$ cat config.mk
export PLATFORM = sky130hd
export DESIGN_NAME = sensor_link_host
export DESIGN_NICKNAME = d
export VERILOG_FILES = /design/src/rtl/sensor_link_host.sv
export SDC_FILE = /design/constraint.sdc
export NUM_CORES = 1
export LEC_CHECK = 0
export ABC_CLOCK_PERIOD_IN_PS = 2660
export BUFFER_PORTS_ARGS = -buffer_cell sky130_fd_sc_hd__buf_2
export CAP_MARGIN = 20
export CORE_MARGIN = 2
export CORE_UTILIZATION = 45
export DETAILED_ROUTE_END_ITERATION = 16
export SYNTH_ARGS = -nofsm -noshare
export SYNTH_HDL_FRONTEND = slang
export SYNTH_SLANG_ARGS = --single-unit
$ cat constraint.sdc
create_clock -name clk_100Mhz -period 2.66 [get_ports clk_100Mhz]
set_clock_uncertainty 0.15 [all_clocks]
set_input_delay 0.532 -clock clk_100Mhz [delete_from_list [all_inputs] [get_ports clk_100Mhz]]
set_output_delay 0.532 -clock clk_100Mhz [all_outputs]
set_load 0.02 [all_outputs]
$ cat src/rtl/sensor_link_host.sv
// Purpose: parses "S:TTHH\n" telemetry from an RxUnit and serialises "L:ab\n" LED commands into a TxUnit.
// Latency: temperature/humidity/frame_valid one edge after the '\n' strobe; first tx byte one edge after cmd_send.
// Backpressure: none on RX (every rx_done is consumed); TX paced by tx_done, cmd_send ignored while cmd_busy.
module sensor_link_host #(
    parameter int unsigned TIMEOUT_CYCLES = 2_000_000
) (
    input  logic       clk_100Mhz,
    input  logic       rst,
    input  logic [7:0] rx_data,
    input  logic       rx_done,
    input  logic       rx_error,
    output logic [7:0] temperature,
    output logic [7:0] humidity,
    output logic       frame_valid,
    output logic       frame_error,
    input  logic [1:0] led_cmd,
    input  logic       cmd_send,
    output logic       cmd_busy,
    output logic [7:0] tx_data,
    output logic       tx_send,
    input  logic       tx_done
);

    localparam int unsigned CNT_W = $clog2(TIMEOUT_CYCLES + 1);
    localparam logic [CNT_W-1:0] TO_LAST = CNT_W'(TIMEOUT_CYCLES - 1);
    localparam logic [CNT_W-1:0] TO_MAX  = CNT_W'(TIMEOUT_CYCLES);

    localparam logic [7:0] CH_S     = 8'h53;
    localparam logic [7:0] CH_COLON = 8'h3A;
    localparam logic [7:0] CH_NL    = 8'h0A;
    localparam logic [7:0] CH_L     = 8'h4C;

    typedef enum logic [2:0] {
        WAIT_S, WAIT_COLON, DIG0, DIG1, DIG2, DIG3, WAIT_NL
    } rx_state_t;

    typedef enum logic {
        T_IDLE, T_SEND
    } tx_state_t;

    // ---------------- RX parser ----------------
    rx_state_t        rx_state, rx_next;
    logic [CNT_W-1:0] to_cnt;
    logic [3:0]       digit [4];
    logic [3:0]       dig_we;
    logic             commit, abort;
    logic             is_digit;
    logic [7:0]       temp_calc, hum_calc;

    assign is_digit  = (rx_data >= 8'h30) && (rx_data <= 8'h39);
    assign temp_calc = {4'd0, digit[0]} * 8'd10 + {4'd0, digit[1]};
    assign hum_calc  = {4'd0, digit[2]} * 8'd10 + {4'd0, digit[3]};

    // Next-state decode: advance on matching bytes, abort on mismatch/line error/timeout.
    always_comb begin
        rx_next = rx_state;
        commit  = 1'b0;
        abort   = 1'b0;
        dig_we  = 4'b0000;
        if (rx_done) begin
            if (rx_state == WAIT_S) begin
                // Line noise and errored bytes between frames are dropped silently.
                if (!rx_error && rx_data == CH_S) rx_next = WAIT_COLON;
            end else if (rx_error) begin
                abort = 1'b1;
            end else begin
                case (rx_state)
                    WAIT_COLON: if (rx_data == CH_COLON) rx_next = DIG0;    else abort = 1'b1;
                    DIG0: if (is_digit) begin dig_we[0] = 1'b1; rx_next = DIG1; end else abort = 1'b1;
                    DIG1: if (is_digit) begin dig_we[1] = 1'b1; rx_next = DIG2; end else abort = 1'b1;
                    DIG2: if (is_digit) begin dig_we[2] = 1'b1; rx_next = DIG3; end else abort = 1'b1;
                    DIG3: if (is_digit) begin dig_we[3] = 1'b1; rx_next = WAIT_NL; end else abort = 1'b1;
                    WAIT_NL: if (rx_data == CH_NL) begin commit = 1'b1; rx_next = WAIT_S; end
                             else abort = 1'b1;
                    default: rx_next = WAIT_S;
                endcase
            end
            // A clean 'S' that breaks a frame is treated as the start of a new one.
            if (abort) rx_next = (!rx_error && rx_data == CH_S) ? WAIT_COLON : WAIT_S;
        end else if (rx_state != WAIT_S && to_cnt == TO_LAST) begin
            abort   = 1'b1;
            rx_next = WAIT_S;
        end
    end

    // RX state, digit capture, committed values and event pulses.
    always_ff @(posedge clk_100Mhz) begin
        if (rst) begin
            rx_state    <= WAIT_S;
            temperature <= 8'd0;
            humidity    <= 8'd0;
            frame_valid <= 1'b0;
            frame_error <= 1'b0;
            for (int i = 0; i < 4; i++) digit[i] <= 4'd0;
        end else begin
            rx_state    <= rx_next;
            frame_valid <= commit;
            frame_error <= abort;
            for (int i = 0; i < 4; i++) if (dig_we[i]) digit[i] <= rx_data[3:0];
            if (commit) begin
                temperature <= temp_calc;
                humidity    <= hum_calc;
            end
        end
    end

    // Inter-byte idle counter; only meaningful while inside a frame.
    always_ff @(posedge clk_100Mhz) begin
        if (rst || rx_done || rx_state == WAIT_S) begin
            to_cnt <= '0;
        end else if (to_cnt != TO_MAX) begin
            to_cnt <= to_cnt + 1'b1;
        end
    end

    // ---------------- TX encoder ----------------
    tx_state_t  tx_state, tx_next;
    logic [2:0] tx_idx, idx_next;
    logic [1:0] led_lat, led_next;

    // Next-state and byte mux; led_cmd is latched so mid-frame changes are invisible.
    always_comb begin
        tx_next  = tx_state;
        idx_next = tx_idx;
        led_next = led_lat;
        tx_data  = 8'h00;
        tx_send  = 1'b0;
        cmd_busy = 1'b0;
        case (tx_state)
            T_IDLE: begin
                if (cmd_send) begin
                    tx_next  = T_SEND;
                    idx_next = 3'd0;
                    led_next = led_cmd;
                end
            end
            T_SEND: begin
                tx_send  = 1'b1;
                cmd_busy = 1'b1;
                case (tx_idx)
                    3'd0:    tx_data = CH_L;
                    3'd1:    tx_data = CH_COLON;
                    3'd2:    tx_data = {7'b0011000, led_lat[0]};
                    3'd3:    tx_data = {7'b0011000, led_lat[1]};
                    default: tx_data = CH_NL;
                endcase
                if (tx_done) begin
                    if (tx_idx < 3'd4) idx_next = tx_idx + 3'd1;
                    else               tx_next  = T_IDLE;
                end
            end
            default: tx_next = T_IDLE;
        endcase
    end

    // TX state register.
    always_ff @(posedge clk_100Mhz) begin
        if (rst) begin
            tx_state <= T_IDLE;
            tx_idx   <= 3'd0;
            led_lat  <= 2'b00;
        end else begin
            tx_state <= tx_next;
            tx_idx   <= idx_next;
            led_lat  <= led_next;
        end
    end

endmodule

==> impl_metrics.csv <==
group,metric,value,unit
sta,max_freq,0.401,GHz
worst_hold_path,hp-start,"led_cmd[1]",
routing,wl,6860,µm
critical_path,crit_path_top_delay_cell,"fa_1",
floorplan,chipWidth,92.1,µm
floorplan,num_rows,32,
global_route,grt_max_degree,26,
cells_and_area,fin_area,4040,µm²
synth,syn_nets,426,
clock_network,root_buffer,"clkbuf_8",
critical_path,crit_top_cell,"ha_1",
placed_design,preCtsSetupSlack,0.143,ns
synth,synthFlopType,"dfxtp_1",
global_route,grt-ovfl-total,0,
cells_and_area,fin_nets,474,
floorplan,die_height,92.1,µm
clock_network,cts_made_buffers,9,
synth,synth_top_cell_area_share,27.5,%
sta,tightest_slew,0.511,ns
sta,hold_viol,0,
worst_hold_path,min_path_type,"input pin to flop",
critical_path,cpLargestDelayFamily,"adder cells",
sta,max_slew_margin,65.9,%
sta,rsz0062_at_grt,"no",
sta,drv_slew,0,
synth,synth_top_cell_by_area,"dfxtp_1",
critical_path,crit_buf_inv,0,
placed_design,place_congestion,0.781,
critical_path,cp.required,2.79,ns
routing,viasPerCell,5.11,
sta,fin_ws,0.165,ns
clock_network,clkTransAtPathRegs,0.07,ns
clock_network,cts.sinks,64,
sta,timing.final.crit_share,93.8,%
global_route,antenna_found_initial,0,
placed_design,hpwl,5050,µm
global_route,grt_first_pass_wirelength,11900,µm
synth,synth_area,3490,µm²
cells_and_area,final_cell_mix,"dfxtp_1 (48), buf_2 (42), nor2_1 (40)",
cells_and_area,fin_util,53.0,%
cells_and_area,drive_above_1_share,17.4,%
placed_design,placedCellCount,524,
routing,ant_nets,0,
routing,drt_iter0_drc,77,
synth,ys_warn_count,0,
synth,syn_avg_cell_area,9.07,µm²
sta,finalCriticalPeriod,2.49,ns
synth,ys_seq_elements,64,
cells_and_area,antennaDiodeCount,0,
routing,drc,0,
cells_and_area,mostFrequentLayoutCell,"dfxtp_1",
sta,setup_viol,0,
clock_network,post_cts_resize_count,0,
routing,num_vias,2762,
synth,syn_inst,385,
clock_network,clk_path_buf_depth,2,
critical_path,r2r-start,"digit[2][3]",
critical_path,critPathKind,"flop to flop",
power_and_ir_drop,power-per-cell-area,494,nW/µm²
sta,setup_tns,0,ns
synth,ys_types,53,
clock_network,htreeDepth,3,
floorplan,ios,44,
critical_path,worst_setup_path_end_kind,"flop",
critical_path,cp_max_fo,4,
power_and_ir_drop,power,1.99,mW
clock_network,clk_latency,0.35,ns
floorplan,start_util,45.9,%
synth,synth_area_leaders,"dfxtp_1 (28%), edfxtp_1 (14%), ha_1 (7.5%), nor2_1 (4.3%), nand2_1 (4.1%)",
routing,wl_per_cell,12.7,µm
critical_path,cp_slowest_stage_delay,0.59,ns
floorplan,dieArea,8480,µm²
power_and_ir_drop,p_leak,1.58,nW
synth,synth_edf_count,16,
sta,worst_hold_slack,0.270,ns
global_route,grt_usage,17.5,%
critical_path,crit_arrival,2.62,ns
synth,async_flop_share,0,%
critical_path,cp-start-kind,"flop",
routing,drt-pass1-iter-count,4,
critical_path,crit_chain,"ha_1 > ha_1 > fa_1 > nand2_1 > or4_1 > a31oi_1",
floorplan,core_area,7610,µm²
cells_and_area,instances_no_fill,540,
outcome,status,"finished clean",
synth,ys_seq_area_share,41.3,%
critical_path,critPathLaunch,"digit[2][3]",
clock_network,post_cts_buffers,0,
clock_network,cts_tree,"done",
flow_run,cap_violations,0,
cells_and_area,area_growth,15.5,%
clock_network,ctsHoldBuffers,0,
global_route,grt_pass1_vias,2633,
power_and_ir_drop,worst_ir_drop_vdd,260,µV
placed_design,place_area,3840,µm²
placed_design,portBuffers,42,
-- worst reg2reg max path, delay by kind of cell, from the launching register on --
| family | cells | cell delay (ns) |
|---|---|---|
| simple gates | 2 | 0.55 |
| fa+ha+maj | 3 | 1.12 |
| flops | 1 | 0.45 |
| compound gates | 1 | 0.16 |
-- routing by layer --
metal	vias up	wire length, µm	track usage (%)
li1	1445	-	-
met1	1277	3360	21.5
met2	32	3170	29.1
met3	8	216	4.93
met4	0	108	6.59
met5	-	0	0
-- cells in the mapped netlist, drive strengths merged, types with 6 or more instances --
master  count
a21oi      19
and2       18
clkbuf     10
dfxtp      48
edfxtp     16
ha         21
inv        19
nand2      38
nand3      11
nand4       6
nor2       40
nor2b      10
nor3       11
o21ai       7
or3         6
xnor2      11
xor2       16
-- kinds of logic (layout without fill, tap and decap cells) --
family	after synthesis	after routing	share of synthesized area, %
adder cells (fa/ha/maj)	25	25	9.82
AND/OR/NAND/NOR	168	168	25.0
multiplexers	4	4	1.15
buffers and inverters	34	87	4.12
other	1	1	0.107
flip-flops	64	64	41.3
XOR/XNOR	27	27	6.77
AO/OA/AOI/OAI	62	62	11.7
-- final timing paths --
check / end / slack (ns) / cells after the start
worst max register to register: humidity[6] / 0.17 / 6
worst min-delay path: led_lat[1] / 0.27 / 3
worst max-delay path: humidity[6] / 0.17 / 6
worst min register to register: humidity[1] / 0.30 / 2
-- sequential cells by signal (all words and copies together) (netlist names) --
register	flops
to_cnt	21
digit	16
humidity	8
temperature	8
rx_state	3
tx_idx	3
led_lat	2
frame_error	1
frame_valid	1
tx_state	1
-- where the power goes --
| part | internal [mW] | switching (mW) | leakage (nW) |
|---|---|---|---|
| Clock | 0.451 | 0.381 | 0.0957 |
| Sequential | 1.01 | 0.0113 | 0.552 |
| Combinational | 0.0584 | 0.0835 | 0.935 |
| Total | 1.52 | 0.475 | 1.58 |
-- cell type report --
type | instances | area, µm²
Timing Repair Buffer | 52 | 285
Fill cell | 742 | 3570
Tap cell | 102 | 128
Clock inverter | 6 | 58.8
Multi-Input combinational cell | 287 | 1910
Clock buffer | 10 | 138
Sequential cell | 64 | 1440
Inverter | 19 | 71.3
No activity file was read; power rests on OpenSTA's default activity.
